File: config.mk
export PLATFORM = sky130hd
export DESIGN_NAME = vga_frame_decoder_flat
export DESIGN_NICKNAME = d
export VERILOG_FILES = /design/src/rtl/vga_frame_decoder_if.sv /design/src/rtl/vga_frame_decoder.sv /design/src/flat_wrapper.sv
export SDC_FILE = /design/constraint.sdc
export NUM_CORES = 1
export LEC_CHECK = 0
export ABC_AREA = 1
export BUFFER_PORTS_ARGS = -buffer_cell sky130_fd_sc_hd__buf_2
export CAP_MARGIN = 20
export CORE_MARGIN = 5
export CORE_UTILIZATION = 51
export CTS_CLUSTER_SIZE = 30
export DETAILED_ROUTE_END_ITERATION = 10
export HOLD_SLACK_MARGIN = 0.06
export PLACE_DENSITY = 0.76
export SETUP_SLACK_MARGIN = 0.4
export SLEW_MARGIN = 0
export SYNTH_ARGS = -nofsm -noshare
export SYNTH_HDL_FRONTEND = slang
export SYNTH_SLANG_ARGS = --single-unit
File: constraint.sdc
create_clock -name CLOCK_50 -period 2.5 [get_ports CLOCK_50]
set_clock_uncertainty 0.2 [all_clocks]
set_input_delay 0.5 -clock CLOCK_50 [delete_from_list [all_inputs] [get_ports CLOCK_50]]
set_output_delay 0.5 -clock CLOCK_50 [all_outputs]
set_load 0.05 [all_outputs]
File: src/rtl/vga_frame_decoder_if.sv
// VGA sink bus as seen by the frame decoder: pixel-rate strobe, syncs, blanking and colour.
interface vga_frame_decoder_if;
  logic       pix_en;
  logic       VGA_HS;
  logic       VGA_VS;
  logic       VGA_BLANK_N;
  logic [7:0] VGA_R;
  logic [7:0] VGA_G;
  logic [7:0] VGA_B;

  modport master (
    output pix_en, VGA_HS, VGA_VS, VGA_BLANK_N, VGA_R, VGA_G, VGA_B
  );

  modport slave (
    input  pix_en, VGA_HS, VGA_VS, VGA_BLANK_N, VGA_R, VGA_G, VGA_B
  );
endinterface

File: src/rtl/vga_frame_decoder.sv
// VGA bus monitor: recovers pixel coordinates/colour, checks line/frame timing, tracks lock.
// Optional frame signature (CRC-16-CCITT over valid pixels) enabled by defining VGA_DEC_CRC_EN.
module vga_frame_decoder #(
  parameter int unsigned H_TOTAL  = 800,
  parameter int unsigned V_TOTAL  = 525,
  parameter int unsigned H_ACTIVE = 640,
  parameter int unsigned V_ACTIVE = 480,
  parameter bit          SYNC_POL = 1'b0
) (
  input  logic                CLOCK_50,
  input  logic                reset,
  vga_frame_decoder_if.slave  vga,
  output logic                pix_valid,
  output logic [9:0]          pix_x,
  output logic [8:0]          pix_y,
  output logic [23:0]         pix_rgb,
  output logic                frame_done,
  output logic                locked,
  output logic                h_err,
  output logic                v_err,
  output logic [15:0]         frame_crc
);

  localparam int unsigned HW   = 11;
  localparam int unsigned LW   = 10;
  localparam int unsigned XW   = 10;
  localparam int unsigned YW   = 9;
  localparam int unsigned RGBW = 24;

  localparam logic [HW-1:0] H_TOTAL_C  = HW'(H_TOTAL);
  localparam logic [LW-1:0] V_TOTAL_C  = LW'(V_TOTAL);
  localparam logic [XW-1:0] H_ACTIVE_C = XW'(H_ACTIVE);
  localparam logic [YW-1:0] V_ACTIVE_C = YW'(V_ACTIVE);

  typedef enum logic [1:0] {
    ST_HUNT   = 2'd0,
    ST_SYNC   = 2'd1,
    ST_LOCKED = 2'd2
  } state_e;

  state_e state_q, state_d;

  // input sample stage, loaded only on pix_en
  logic            tick_q, tick_d;
  logic            hs_q, hs_d, hs_prev_q, hs_prev_d;
  logic            vs_q, vs_d, vs_prev_q, vs_prev_d;
  logic            blank_q, blank_d;
  logic [RGBW-1:0] rgb_q, rgb_d;

  // timing counters
  logic [HW-1:0]   hcnt_q, hcnt_d;
  logic [LW-1:0]   lcnt_q, lcnt_d;
  logic [XW-1:0]   xcnt_q, xcnt_d;
  logic [YW-1:0]   ycnt_q, ycnt_d;
  logic            meas_q, meas_d;
  logic            fail_q, fail_d;

  // registered outputs
  logic            pix_valid_q, pix_valid_d;
  logic [XW-1:0]   pix_x_q, pix_x_d;
  logic [YW-1:0]   pix_y_q, pix_y_d;
  logic [RGBW-1:0] pix_rgb_q, pix_rgb_d;
  logic            frame_done_q, frame_done_d;
  logic            locked_q, locked_d;
  logic            h_err_q, h_err_d;
  logic            v_err_q, v_err_d;

  // per-tick decode
  logic            hs_as, vs_as, act;
  logic [XW-1:0]   x_eff;
  logic [LW-1:0]   lcnt_upd;
  logic [YW-1:0]   ycnt_upd;
  logic            h_fail, v_fail;

  assign hs_as = tick_q && (hs_q == SYNC_POL) && (hs_prev_q != SYNC_POL);
  assign vs_as = tick_q && (vs_q == SYNC_POL) && (vs_prev_q != SYNC_POL);
  assign act   = tick_q && blank_q;

  // HS effects are resolved before VS ones so a shared tick sees updated line/row counts
  always_comb begin
    x_eff    = xcnt_q;
    lcnt_upd = lcnt_q;
    ycnt_upd = ycnt_q;
    h_fail   = 1'b0;
    v_fail   = 1'b0;

    if (act && (xcnt_q != '1)) begin
      x_eff = xcnt_q + XW'(1);
    end

    if (hs_as) begin
      h_fail   = (hcnt_q != H_TOTAL_C) ||
                 ((x_eff != '0) && (x_eff != H_ACTIVE_C));
      lcnt_upd = (lcnt_q == '1) ? lcnt_q : lcnt_q + LW'(1);
      if ((x_eff != '0) && (ycnt_q != '1)) begin
        ycnt_upd = ycnt_q + YW'(1);
      end
    end

    if (vs_as) begin
      v_fail = (lcnt_upd != V_TOTAL_C) || (ycnt_upd != V_ACTIVE_C);
    end
  end

  // sampling, counters, lock FSM next-state and outputs
  always_comb begin
    tick_d       = vga.pix_en;
    hs_d         = hs_q;
    hs_prev_d    = hs_prev_q;
    vs_d         = vs_q;
    vs_prev_d    = vs_prev_q;
    blank_d      = blank_q;
    rgb_d        = rgb_q;
    hcnt_d       = hcnt_q;
    lcnt_d       = lcnt_q;
    xcnt_d       = xcnt_q;
    ycnt_d       = ycnt_q;
    meas_d       = meas_q;
    fail_d       = fail_q;
    state_d      = state_q;
    pix_valid_d  = 1'b0;
    frame_done_d = 1'b0;
    pix_x_d      = pix_x_q;
    pix_y_d      = pix_y_q;
    pix_rgb_d    = pix_rgb_q;
    h_err_d      = h_err_q;
    v_err_d      = v_err_q;

    if (vga.pix_en) begin
      hs_prev_d = hs_q;
      vs_prev_d = vs_q;
      hs_d      = vga.VGA_HS;
      vs_d      = vga.VGA_VS;
      blank_d   = vga.VGA_BLANK_N;
      rgb_d     = {vga.VGA_R, vga.VGA_G, vga.VGA_B};
    end

    if (tick_q) begin
      if (hs_as) begin
        hcnt_d = HW'(1);
      end else if (hcnt_q != '1) begin
        hcnt_d = hcnt_q + HW'(1);
      end
      xcnt_d = hs_as ? '0 : x_eff;
      lcnt_d = vs_as ? '0 : lcnt_upd;
      ycnt_d = vs_as ? '0 : ycnt_upd;

      if (act && (state_q == ST_LOCKED)) begin
        pix_valid_d = 1'b1;
        pix_x_d     = xcnt_q;
        pix_y_d     = ycnt_q;
        pix_rgb_d   = rgb_q;
      end

      unique case (state_q)
        ST_HUNT: begin
          if (vs_as) begin
            state_d = ST_SYNC;
            meas_d  = 1'b1;
            fail_d  = 1'b0;
            lcnt_d  = '0;
            xcnt_d  = '0;
            ycnt_d  = '0;
          end
        end
        ST_SYNC: begin
          // a measurement only counts when it spans a whole VS-to-VS frame
          if (vs_as) begin
            if (meas_q && !fail_q && !h_fail && !v_fail) begin
              state_d = ST_LOCKED;
            end
            meas_d = 1'b1;
            fail_d = 1'b0;
          end else if (h_fail) begin
            fail_d = 1'b1;
          end
        end
        ST_LOCKED: begin
          if (h_fail) begin
            h_err_d = 1'b1;
            state_d = ST_SYNC;
            meas_d  = vs_as;
            fail_d  = 1'b0;
          end else if (vs_as) begin
            if (v_fail) begin
              v_err_d = 1'b1;
              state_d = ST_SYNC;
              meas_d  = 1'b1;
              fail_d  = 1'b0;
            end else begin
              frame_done_d = 1'b1;
            end
          end
        end
        default: begin
          state_d = ST_HUNT;
        end
      endcase
    end

    locked_d = (state_d == ST_LOCKED);
  end

  // lock state register
  always_ff @(posedge CLOCK_50) begin
    if (reset) begin
      state_q <= ST_HUNT;
    end else begin
      state_q <= state_d;
    end
  end

  // sync samples reset to the asserted level so no false edge follows reset
  always_ff @(posedge CLOCK_50) begin
    if (reset) begin
      tick_q       <= 1'b0;
      hs_q         <= SYNC_POL;
      hs_prev_q    <= SYNC_POL;
      vs_q         <= SYNC_POL;
      vs_prev_q    <= SYNC_POL;
      blank_q      <= 1'b0;
      rgb_q        <= '0;
      hcnt_q       <= '0;
      lcnt_q       <= '0;
      xcnt_q       <= '0;
      ycnt_q       <= '0;
      meas_q       <= 1'b0;
      fail_q       <= 1'b0;
      pix_valid_q  <= 1'b0;
      pix_x_q      <= '0;
      pix_y_q      <= '0;
      pix_rgb_q    <= '0;
      frame_done_q <= 1'b0;
      locked_q     <= 1'b0;
      h_err_q      <= 1'b0;
      v_err_q      <= 1'b0;
    end else begin
      tick_q       <= tick_d;
      hs_q         <= hs_d;
      hs_prev_q    <= hs_prev_d;
      vs_q         <= vs_d;
      vs_prev_q    <= vs_prev_d;
      blank_q      <= blank_d;
      rgb_q        <= rgb_d;
      hcnt_q       <= hcnt_d;
      lcnt_q       <= lcnt_d;
      xcnt_q       <= xcnt_d;
      ycnt_q       <= ycnt_d;
      meas_q       <= meas_d;
      fail_q       <= fail_d;
      pix_valid_q  <= pix_valid_d;
      pix_x_q      <= pix_x_d;
      pix_y_q      <= pix_y_d;
      pix_rgb_q    <= pix_rgb_d;
      frame_done_q <= frame_done_d;
      locked_q     <= locked_d;
      h_err_q      <= h_err_d;
      v_err_q      <= v_err_d;
    end
  end

`ifdef VGA_DEC_CRC_EN
  logic [15:0] crc_q, crc_d, crc_px;
  logic [15:0] frame_crc_q, frame_crc_d;

  function automatic logic [15:0] crc16_pixel(input logic [15:0] c, input logic [RGBW-1:0] d);
    logic [15:0] r;
    r = c;
    for (int i = RGBW - 1; i >= 0; i--) begin
      if (r[15] ^ d[i]) begin
        r = {r[14:0], 1'b0} ^ 16'h1021;
      end else begin
        r = {r[14:0], 1'b0};
      end
    end
    return r;
  endfunction

  // running signature, re-seeded at every VS and latched on a clean locked frame end
  always_comb begin
    crc_px      = pix_valid_d ? crc16_pixel(crc_q, rgb_q) : crc_q;
    crc_d       = vs_as ? 16'hFFFF : crc_px;
    frame_crc_d = frame_done_d ? crc_px : frame_crc_q;
  end

  always_ff @(posedge CLOCK_50) begin
    if (reset) begin
      crc_q       <= 16'hFFFF;
      frame_crc_q <= '0;
    end else begin
      crc_q       <= crc_d;
      frame_crc_q <= frame_crc_d;
    end
  end

  assign frame_crc = frame_crc_q;
`else
  assign frame_crc = '0;
`endif

  assign pix_valid  = pix_valid_q;
  assign pix_x      = pix_x_q;
  assign pix_y      = pix_y_q;
  assign pix_rgb    = pix_rgb_q;
  assign frame_done = frame_done_q;
  assign locked     = locked_q;
  assign h_err      = h_err_q;
  assign v_err      = v_err_q;

endmodule
File: src/flat_wrapper.sv
// flat-port wrapper written by rule: the top's interface ports become plain ports
module vga_frame_decoder_flat 
#(
  parameter int unsigned H_TOTAL  = 800,
  parameter int unsigned V_TOTAL  = 525,
  parameter int unsigned H_ACTIVE = 640,
  parameter int unsigned V_ACTIVE = 480,
  parameter bit          SYNC_POL = 1'b0
)
  (CLOCK_50, reset, pix_valid, pix_x, pix_y, pix_rgb, frame_done, locked, h_err, v_err, frame_crc, vga_pix_en, vga_VGA_HS, vga_VGA_VS, vga_VGA_BLANK_N, vga_VGA_R, vga_VGA_G, vga_VGA_B);
  vga_frame_decoder_if vga_i ();
  input  logic CLOCK_50;
  input  logic reset;
  output logic pix_valid;
  output logic [9:0] pix_x;
  output logic [8:0] pix_y;
  output logic [23:0] pix_rgb;
  output logic frame_done;
  output logic locked;
  output logic h_err;
  output logic v_err;
  output logic [15:0] frame_crc;
  input wire logic [$bits(vga_i.pix_en)-1:0] vga_pix_en;
  input wire logic [$bits(vga_i.VGA_HS)-1:0] vga_VGA_HS;
  input wire logic [$bits(vga_i.VGA_VS)-1:0] vga_VGA_VS;
  input wire logic [$bits(vga_i.VGA_BLANK_N)-1:0] vga_VGA_BLANK_N;
  input wire logic [$bits(vga_i.VGA_R)-1:0] vga_VGA_R;
  input wire logic [$bits(vga_i.VGA_G)-1:0] vga_VGA_G;
  input wire logic [$bits(vga_i.VGA_B)-1:0] vga_VGA_B;
  assign vga_i.pix_en = vga_pix_en;
  assign vga_i.VGA_HS = vga_VGA_HS;
  assign vga_i.VGA_VS = vga_VGA_VS;
  assign vga_i.VGA_BLANK_N = vga_VGA_BLANK_N;
  assign vga_i.VGA_R = vga_VGA_R;
  assign vga_i.VGA_G = vga_VGA_G;
  assign vga_i.VGA_B = vga_VGA_B;
  vga_frame_decoder #(.H_TOTAL(H_TOTAL), .V_TOTAL(V_TOTAL), .H_ACTIVE(H_ACTIVE), .V_ACTIVE(V_ACTIVE), .SYNC_POL(SYNC_POL)) u_core (.CLOCK_50(CLOCK_50), .reset(reset), .vga(vga_i), .pix_valid(pix_valid), .pix_x(pix_x), .pix_y(pix_y), .pix_rgb(pix_rgb), .frame_done(frame_done), .locked(locked), .h_err(h_err), .v_err(v_err), .frame_crc(frame_crc));
endmodule
Word-level counts from Yosys, hierarchy flattened
Cells that the tools add are included.
{ "word_totals": {"wordCells": 119, "register_bits": 122, "in_bits": 30, "out_inout_bits": 64} }
{ "classes": {"n_reduce_logical": 31, "addsub": 4, "bitwise": 6, "n_mux": 40, "eq_ne": 16} }
{ "ops": {"columns": ["op", "count"], "rows": [
  ["two-way mux 10 bit", 9],
  ["two-way mux 9 bit", 5],
  ["inequality test 10 bit, second input constant", 3],
  ["two-way mux 11 bit", 2],
  ["adder 10 x 1 -> 10 bit, second input constant", 2],
  ["inequality test 9 bit, second input constant", 2],
  ["two-way mux 1 bit", 14],
  ["two-way mux 2 bit", 7],
  ["logical AND 1 bit", 12],
  ["adder 11 x 1 -> 11 bit, second input constant", 1],
  ["inequality test 11 x 10 -> 1 bit, second input constant", 1],
  ["inequality test 11 bit, second input constant", 1],
  ["equality test 10 bit, second input constant", 1],
  ["AND reduction 5 bit", 2],
  ["nonzero test 10 bit", 1],
  ["adder 9 x 1 -> 9 bit, second input constant", 1],
  ["inequality test 3 x 1 -> 1 bit, second input constant", 3],
  ["inverter 1 bit", 6],
  ["case mux 2 bit (3 select lines)", 1],
  ["AND reduction 6 bit", 1],
  ["OR reduction 5 bit", 1],
  ["equality test 2 bit, second input constant", 2],
  ["inequality test 2 x 1 -> 1 bit, second input constant", 2],
  ["AND reduction 2 bit", 2],
  ["10 further kinds", 15]
]} }

Depth between registers and ports, before layout
Gate-level depths: netlist of run 1.
{ "logic_depth": {"depth_word": 17, "ltp_mapped": 23, "depth_no_buf": 23} }

Worst setup path after synthesis of run 1
OpenSTA, ideal clock, no wires.
{ "synth_path": {"path_kind": "register to register", "startpoint": "register u_core.xcnt_q[0]", "endpoint": "register u_core.state_q[0]", "required_ps": 2166, "path_stages_with_launch": 23, "period_less_slack_ps": 2603, "n_path_buf": 2, "setup_slack_ps": -103, "arrival_time_ps": 2269, "setup_ps": 134, "cell_sequence": "dfxtp_1 ha_1 nand3_2 nor2_4 nand2_4 buf_6 nand3_1 nand2_1 nand2_2 nor2_4 nand3_4 buf_6 nand3_1 nand2_1 nand2_1 nor2_2 nand3_2 nand2_2 nand2_1 nand2_1 nand3_1 nand2_1 a21oi_1"} }
{ "synth_between": {"elab_chain_cells": 16, "word_cells_on_any_way": 26, "classes_between": "1 x add/sub; 3 x eq/ne; 12 x mux; 10 x reduce/logical"} }
{ "synth_rtl": {"columns": ["element", "line_no", "rtl"], "rows": [
  ["start, declared", "vga_frame_decoder.sv:53", "logic [XW-1:0] xcnt_q, xcnt_d;"],
  ["start signal, assigned", "vga_frame_decoder.sv:247", "xcnt_q <= xcnt_d;"],
  ["branches (longest 2 deep; another with adder 10 x 1 -> 10 bit)", null, null],
  ["two-way mux 10 bit *", "vga_frame_decoder.sv:87", "if (act && (xcnt_q != '1)) begin"],
  ["nonzero test 10 bit", "vga_frame_decoder.sv:93, vga_frame_decoder.sv:95", null],
  ["logical AND 1 bit", "vga_frame_decoder.sv:95", "if ((x_eff != '0) && (ycnt_q != '1)) begin"],
  ["two-way mux 9 bit", "vga_frame_decoder.sv:95", null],
  ["two-way mux 9 bit", "vga_frame_decoder.sv:91", "if (hs_as) begin"],
  ["inequality test 9 bit", "vga_frame_decoder.sv:101", "v_fail = (lcnt_upd != V_TOTAL_C) || (ycnt_upd != V_ACTIVE_C);"],
  ["logical OR 1 bit", "vga_frame_decoder.sv:101", null],
  ["two-way mux 1 bit", "vga_frame_decoder.sv:100", "if (vs_as) begin"],
  ["logical NOT 1 bit", "vga_frame_decoder.sv:169", "if (meas_q && !fail_q && !h_fail && !v_fail) begin"],
  ["logical AND 1 bit", "vga_frame_decoder.sv:169", null],
  ["two-way mux 2 bit", "vga_frame_decoder.sv:169", null],
  ["two-way mux 2 bit", "vga_frame_decoder.sv:168", "if (vs_as) begin"],
  ["case mux 2 bit (3 select lines) *", "vga_frame_decoder.sv:155", "unique case (state_q)"],
  ["two-way mux 2 bit *", "vga_frame_decoder.sv:138", "if (tick_q) begin"],
  ["end signal, assigned", "vga_frame_decoder.sv:209", "state_q <= state_d;"],
  ["end, declared", "vga_frame_decoder.sv:41", "state_e state_q, state_d;"]
]} }
Every way passes the cells marked *.
A chain may end at the register's enable or synchronous reset.

Worst setup path after layout of run 1
{ "layout_path": {"startpoint": "register u_core.xcnt_q[0]", "endpoint": "register u_core.fail_q"} }
{ "layout_between": {"elab_chain_cells": 12, "word_cells_on_any_way": 21, "classes_between": "1 x add/sub; 6 x eq/ne; 7 x mux; 7 x reduce/logical"} }
{ "layout_rtl": {"columns": ["element", "line_no", "rtl"], "rows": [
  ["branches (longest 2 deep; another with adder 10 x 1 -> 10 bit)", null, null],
  ["two-way mux 10 bit *", "vga_frame_decoder.sv:87", null],
  ["nonzero test 10 bit", "vga_frame_decoder.sv:93, vga_frame_decoder.sv:95", null],
  ["logical AND 1 bit", "vga_frame_decoder.sv:95", null],
  ["two-way mux 9 bit", "vga_frame_decoder.sv:95", null],
  ["two-way mux 9 bit", "vga_frame_decoder.sv:91", null],
  ["inequality test 9 bit", "vga_frame_decoder.sv:101", null],
  ["logical OR 1 bit", "vga_frame_decoder.sv:101", null],
  ["two-way mux 1 bit", "vga_frame_decoder.sv:100", null],
  ["inequality test 3 x 1 -> 1 bit (no source line)", null, null],
  ["AND reduction 6 bit (no source line)", null, null],
  ["end signal, assigned", "vga_frame_decoder.sv:250", "fail_q <= fail_d;"],
  ["end, declared", "vga_frame_decoder.sv:56", "logic fail_q, fail_d;"]
]} }
Marks and branches as above.

==> metrics, run 1 <==
status=finished, violations left; failing checks=setup timing; DRT Pass-1 Iters=5; share of cells above drive strength 1=30.9%; RR Startpoint=u_core.xcnt_q[0]$_SDFFE_PP0P_; Sw Share=~25%; FF-to-FF setup slack=-0.47 ns; DRT iter0 DRCs=around 500; type of origin of the critical path=register; mean post-synth cell area=a little over 7 sq um; post-synthesis register bit count=~120; Overflow after GRT=0; # rows=38; capturing element type of the critical path=register; clk slew on worst S/H paths=0.06 ns; Gate Count Post-Synth=between 700 and 800; power density cells=~620 nW/um^2; CP startpoint=u_core.xcnt_q[0]$_SDFFE_PP0P_; TritonCTS clock tree=done; Syn Std Cell Area=5500 sq um; Die Area=13,000 sq um; Final min period=between 2 and 3 ns; worst r2r path cells=21; worst endpoint required time=~2.8 ns; gr usage total=a little under a quarter; Die Wd=114 um; Num Clock Sinks=about 120; PortBufs=between 70 and 80; H-tree depth=4; initial antenna violation count=0; Critical Path AT=3.24 ns; Slew Viols, Final=0; first-pass GRT wire length=approximately 25 mm; gp weighted congestion=between 0.9 and 1; Synth area leaders=dfxtp_1 44%, nor2_1 10%, nand2_1 7.9%; Yosys top cell by area=dfxtp_1; Setup WS post-layout=-0.473 ns; Flop pwr share=between 40% and 50%; Pleak=approximately 3.6 nW; Critical Path Sink=u_core.fail_q$_SDFFE_PP0P_; slew of the pin with the lowest slew margin=between 0.6 and 0.7 ns; vias in the first global route=around 5,500; part of the power in the clock network=a little under 50%; Finished Layout Cells=around 1,100; # diodes=0; CTS Buf Count=17; core area=approximately 11,000 sq um; area grow syn2layout=40.7%; largest net degree at the start of global routing=76; Max Freq=between 0.3 and 0.4 GHz; WHS=0.120 ns; Final ANT Viol Nets=0; Relative slew margins=53.9%; Int Pwr=3.57 mW; Hold Path Class=in2reg; starting density of the core=between 50% and 60%; Final setup viols=10; Worst Setup Path Type=reg2reg; Clock Latency Late Sink=around 0.52 ns; clk root buf=clkbuf_8; I/O Pins=94; Final #Nets=roughly 1,000; Residual DRC=0; critical-path maximum fanout=7; Bufs on Longest Clock Path=2; RSZ-0062 raised after global routing=yes; Hold Violations, Final=0; top cell type's share of synthesized area=44.4%; Synth warnings=0; vias per inst=5.31; VDD IR max=roughly 0.46 mV; Final HPWL DP=between 9 and 10 mm; Max-Cap Viols=0; combinational share of power=under 10%; RR Endpoint=u_core.fail_q$_SDFFE_PP0P_; Seq/Total Area, Yosys=44.4%; total power=approximately 4.8 mW; DR WL/cell=14.8 um; setup TNS=-3.13 ns; vias=around 5,800; final instance area=just under 8000 sq um; Psw=about 1.2 mW; Routed WL=roughly 16 mm; Synth cell types=36; crit share post-route=119%; dpl cell area=between 6000 and 7000 sq um; height of the chip=roughly 110 um; dpl cells=roughly 1,000
==> cells in the mapped netlist, drive strengths merged <==
cell type  count
o211ai         1
buf           24
inv           69
nor4           4
xor2           4
nand2        126
nand3         42
a21boi         1
clkbuf        29
nor3          27
dfxtp        122
ha             6
conb           1
a21oi         32
xnor2          2
o21a           1
nand4         16
nor2         156
o21ai         84
a221oi         2
nand3b         3
a2111oi        8
a211oi         4
==> placed cells by master (no fill, tap or decap), types with 5 or more instances in the layout <==
cell	instances
a2111oi_0	8
a21oi_1	31
buf_2	77
buf_4	89
clkbuf_16	17
conb_1	16
dfxtp_1	117
dlygate4sd3_1	27
inv_1	61
inv_2	8
inv_6	6
nand2_1	92
nand2_2	30
nand2_4	5
nand3_1	30
nand3_2	9
nand3_4	5
nand4_1	14
nor2_1	138
nor2_2	9
nor2_4	9
nor3_1	25
o21ai_0	83
==> metal layers <==
layer | up-vias | global-route usage, % | wire (um) | part of all wire, %
li1 | 2838 | - | - | -
met4 | 0 | 10.1 | 445 | 2.7
met2 | 217 | 41.9 | 8300 | 51
met3 | 47 | 5.09 | 893 | 5.5
met5 | - | 0 | 0 | 0
met1 | 2732 | 28.4 | 6670 | 41
==> power by group through the flow <==
stage,sequential (mW),clock (mW),combinational [mW]
after floorplan,2.05,0,0.225
after global placement,2.05,0,0.291
after detailed placement,2.05,0,0.300
after CTS,2.01,2.39,0.354
after global routing,2.02,2.50,0.434
final,2.01,2.37,0.401
==> how the worst min path moves through the flow <==
stage	start	end	slack, ns	cells after the start
after floorplan	u_core.meas_q$_SDFFE_PP0P_	u_core.meas_q$_SDFFE_PP0P_	0.23	2
after global placement	u_core.meas_q$_SDFFE_PP0P_	u_core.meas_q$_SDFFE_PP0P_	0.24	2
after detailed placement	u_core.meas_q$_SDFFE_PP0P_	u_core.meas_q$_SDFFE_PP0P_	0.25	2
after CTS	reset	u_core.lcnt_q[0]$_SDFFE_PP0P_	0.10	2
after global routing	reset	u_core.lcnt_q[0]$_SDFFE_PP0P_	0.13	2
final	reset	u_core.lcnt_q[0]$_SDFFE_PP0P_	0.12	2
==> final cells by class <==
cell class,instances,area (sq um)
Clock buffer,19,453
Clock inverter,13,129
Sequential cell,122,2450
Fill cell,773,2960
Tap cell,140,175
Timing Repair Buffer,198,1400
Inverter,69,259
Multi-Input combinational cell,538,2870
==> cells by family (layout without fill, tap and decap cells) <==
family                   after synthesis  in the layout  synth area share, %
flip-flops                           122            122                 44.4
other                                  1             16               0.0682
adder cells (fa/ha/maj)                6              6                 1.37
AO/OA/AOI/OAI                        133            133                 13.2
AND/OR/NAND/NOR                      374            377                 30.2
buffers and inverters                122            299                 9.81
XOR/XNOR                               6              6                0.956
==> sequential cells by signal (all words and copies together), names as in the netlist, 2 cells and up <==
name and count:
u_core.pix_rgb 24, u_core.rgb_q 24, u_core.hcnt_q 11, u_core.lcnt_q 10, u_core.pix_x 10, u_core.xcnt_q 10, u_core.pix_y 9, u_core.ycnt_q 9
u_core.state_q 2
==> worst max-delay path, cell delays in order (launching register included) <==
cell and delay [ns]:
dfxtp_4 0.36, ha_4 0.15, nand3_4 0.10, nor2_4 0.19, nand2_4 0.12, nand2_2 0.10
nand2_2 0.06, nand2_2 0.09, nand2_2 0.07, nor2_4 0.24, nand3_4 0.19, nand3_2 0.11
nand2_1 0.09, nand2_2 0.11, inv_2 0.03, nor2_1 0.12, nand3_2 0.10, nand2_2 0.09
nand3_2 0.11, nand3_2 0.11, o211ai_1 0.10, inv_2 0.07
==> stage by stage <==
step                      utilization (%)  setup slack (ns)
after floorplan                         -            0.0297
after global placement               60.7            -0.177
after detailed placement             60.7            -0.301
after CTS                            70.2            -0.266
after global routing                 72.3            -0.572
final                                72.3            -0.473
==> timing repair <==
action | CTS | global route
gates resized for setup | 24 | 47
pin swaps | 6 | 28
cloned | 3 | 0
setup buffers | 7 | 7
endpoints found under the setup margin | 20 | 23
hold endpoints to repair | 27 | 0
hold buffers | 27 | 0
(Power assumes the default switching activity.)
==> run 2, diff against run 1 <==
--- a/config.mk
+++ b/config.mk
@@ -9,11 +9,11 @@
 export BUFFER_PORTS_ARGS = -buffer_cell sky130_fd_sc_hd__buf_2
 export CAP_MARGIN = 20
 export CORE_MARGIN = 5
-export CORE_UTILIZATION = 51
+export CORE_UTILIZATION = 39
+export CTS_BUF_LIST = sky130_fd_sc_hd__clkbuf_4 sky130_fd_sc_hd__clkbuf_8
 export CTS_CLUSTER_SIZE = 30
 export DETAILED_ROUTE_END_ITERATION = 10
 export HOLD_SLACK_MARGIN = 0.06
-export PLACE_DENSITY = 0.76
 export SETUP_SLACK_MARGIN = 0.4
 export SLEW_MARGIN = 0
 export SYNTH_ARGS = -nofsm -noshare
==> run 2 against run 1 <==
Net effect: the flow still finishes with violations (setup timing); count of clock-buffer cells in the layout unchanged; sequential share of layout area rose by 0.68 points; fmax increased by 5.2%; final cell count up 3.3%; non-clock buffer count is 4 lower; power is 14% lower; highest routed layer unchanged.
==> metrics, run 2 (same netlist as run 1, synthesis figures left out) <==
largest net degree at the start of global routing=62 (-18%); Residual DRC=0 (unchanged); height of the chip=129 um (+13%); crit share post-route=113% (-5.9 points); gr usage total=17.9% (-6.0 points); worst r2r path cells=21 (unchanged); CTS Buf Count=17 (unchanged); clk slew on worst S/H paths=0.07 ns (about the same); Pleak=3.50 nW (-1.7%); most common cell after layout, fill and taps aside=nor2_1; critical-path maximum fanout=8 (+1); Max-Cap Viols=0 (unchanged); FF-to-FF setup slack=-0.33 ns (+0.15 ns); # rows=43 (+13%); Register Area=2460 sq um (+0.10%); multi-input logic area=2870 sq um (+0.26%); Setup WS post-layout=-0.326 ns (+0.148 ns); DRT Pass-1 Iters=6 (+1); DRT iter0 DRCs=328 (-34%); Final HPWL DP=9.64 mm (-1.4%); Relative slew margins=56.3% (+2.4 points); Hold Path Class=in2reg; worst endpoint required time=2.68 ns (-0.09 ns); GRT met1 Usage=24.3% (-4.2 points); fillcell total=1,325 (+71%); RR Startpoint=u_core.xcnt_q[1]$_SDFFE_PP0P_; Num Clock Sinks=122 (unchanged); vias=5,451 (-6.6%); VDD IR max=0.415 mV (-11%); power density cells=544 nW/um^2 (-12%); Hold Violations, Final=0 (unchanged); type of origin of the critical path=register; # diodes=0 (unchanged); gp weighted congestion=0.827 (-9.4%); TritonCTS clock tree=done; area grow syn2layout=37.9%; Overflow after GRT=0 (unchanged); Die Wd=129 um (+13%); Clock Latency Late Sink=0.44 ns (-0.08 ns); setup TNS=-2.28 ns (+0.850 ns); Finished Core Util=54.8% (-17 points); Final setup viols=10 (unchanged); met2 GRT Util=27.5% (-14 points); Max Freq=0.354 GHz (+5.2%); Critical Path AT=3.01 ns (-0.23 ns); hold wc startpoint=vga_VGA_R[0]; RR Endpoint=u_core.state_q[1]$_SDFF_PP0_; Finished Layout Cells=1,135 (+3.3%); vias per inst=4.80 (-9.5%); clk root buf=clkbuf_8; Final min period=2.83 ns (-0.148 ns); Slew Viols, Final=0 (unchanged); capturing element type of the critical path=register; H-tree depth=4 (unchanged); I/O Pins=94 (unchanged); failing checks=setup timing; Die Area=16,600 sq um (+28%); total power=4.13 mW (-14%); vias in the first global route=5,142 (-7.2%); first-pass GRT wire length=24.3 mm (-4.6%); slew of the pin with the lowest slew margin=0.653 ns (-0.0362 ns); hold depth=3 (+1); Top Usage Layer GRT=met2; PortBufs=77 (unchanged); core area=13,800 sq um (+29%); share of cells above drive strength 1=33.2% (+2.3 points); WHS Endpoint=u_core.rgb_q[16]$_SDFFE_PP0P_; status=finished, violations left; met3 usage=4.44% (-0.65 points); Worst Setup Path Type=reg2reg; most frequent cells in the layout=135 x nor2_1, 115 x dfxtp_1, 101 x buf_4, 93 x nand2_1, 83 x o21ai_0; Routed WL=14.9 mm (-8.9%); Final #Nets=978 (-0.41%); initial antenna violation count=0 (unchanged); DR WL/cell=13.1 um (-12%); Final ANT Viol Nets=0 (unchanged); Bufs on Longest Clock Path=2 (unchanged); starting density of the core=39.8% (-12 points); dpl cells=1,073 (+4.9%); RSZ-0062 raised after global routing=yes
-- run 2: layout make-up --
cell class / count / share of cell area, %
clock buffers: 19 / 3.29
clock inverters: 13 / 1.95
inverters: 69 / 3.42
multi-input cells: 538 / 37.9
flip-flops and latches: 122 / 32.4
well taps: 180 / 2.97
repair buffers: 194 / 18.0
-- run 2: worst max-delay path by stage --
| stage | start | end | slack, ns | depth (start not counted) |
|---|---|---|---|---|
| after floorplan | u_core.xcnt_q[0]$_SDFFE_PP0P_ | u_core.state_q[1]$_SDFF_PP0_ | 0.03 | 21 |
| after global placement | u_core.xcnt_q[1]$_SDFFE_PP0P_ | u_core.state_q[1]$_SDFF_PP0_ | -0.20 | 21 |
| after detailed placement | u_core.xcnt_q[1]$_SDFFE_PP0P_ | u_core.fail_q$_SDFFE_PP0P_ | -0.26 | 21 |
| after CTS | u_core.xcnt_q[1]$_SDFFE_PP0P_ | u_core.state_q[1]$_SDFF_PP0_ | -0.22 | 21 |
| after global routing | u_core.xcnt_q[0]$_SDFFE_PP0P_ | u_core.state_q[1]$_SDFF_PP0_ | -0.47 | 20 |
| final | u_core.xcnt_q[1]$_SDFFE_PP0P_ | u_core.state_q[1]$_SDFF_PP0_ | -0.33 | 21 |
-- run 2: per-layer routing --
metal  vias up  part of all wire [%]  routed length (um)
met2       163                    46                6850
li1       2819                     -                   -
met1      2446                    46                6880
met5         -                     0                   0
met4         0                   1.8                 266
met3        23                   5.9                 872
-- run 2: timing repair --
action                                  in CTS  in global routing
gates resized for setup                     11                 64
cloned                                       3                  0
endpoints found under the setup margin      19                 55
hold buffers                                 7                  0
setup buffers                                6                 14
pin swaps                                    3                 33
endpoints found under the hold margin        7                  0
-- run 2: stage by stage --
| step | hold WS [ns] | setup WS, ns | instance area, sq um |
|---|---|---|---|
| 2_1_floorplan | 0.232 | 0.0297 | 5590 |
| 3_3_place_gp | 0.246 | -0.202 | 6630 |
| 3_5_place_dp | 0.238 | -0.257 | 6630 |
| 4_1_cts | 0.0604 | -0.219 | 7220 |
| 5_1_grt | 0.0637 | -0.468 | 7580 |
| 6_report | 0.0807 | -0.326 | 7580 |
-- run 2: power breakdown --
group          total (mW)  switching [mW]  internal (mW)
Combinational       0.364           0.230          0.134
Clock                1.75           0.838          0.915
Sequential           2.01          0.0242           1.98
-- run 2: critical path, stage by stage (launching register included) --
cell and delay (ns):
dfxtp_4 0.36, ha_4 0.14, nand3_4 0.10, nor2_4 0.16
nand2_4 0.11, nand2_1 0.10, nand2_1 0.07, nand2_2 0.07
nand2_2 0.07, nor2_4 0.19, nand3_4 0.15, nand3_1 0.10
nand2_1 0.05, nand2_1 0.10, nand2_1 0.08, nor2_2 0.14
nand3_2 0.12, nand2_4 0.10, nand4_1 0.11, nand2_1 0.09
nand2_1 0.06, a21oi_2 0.10
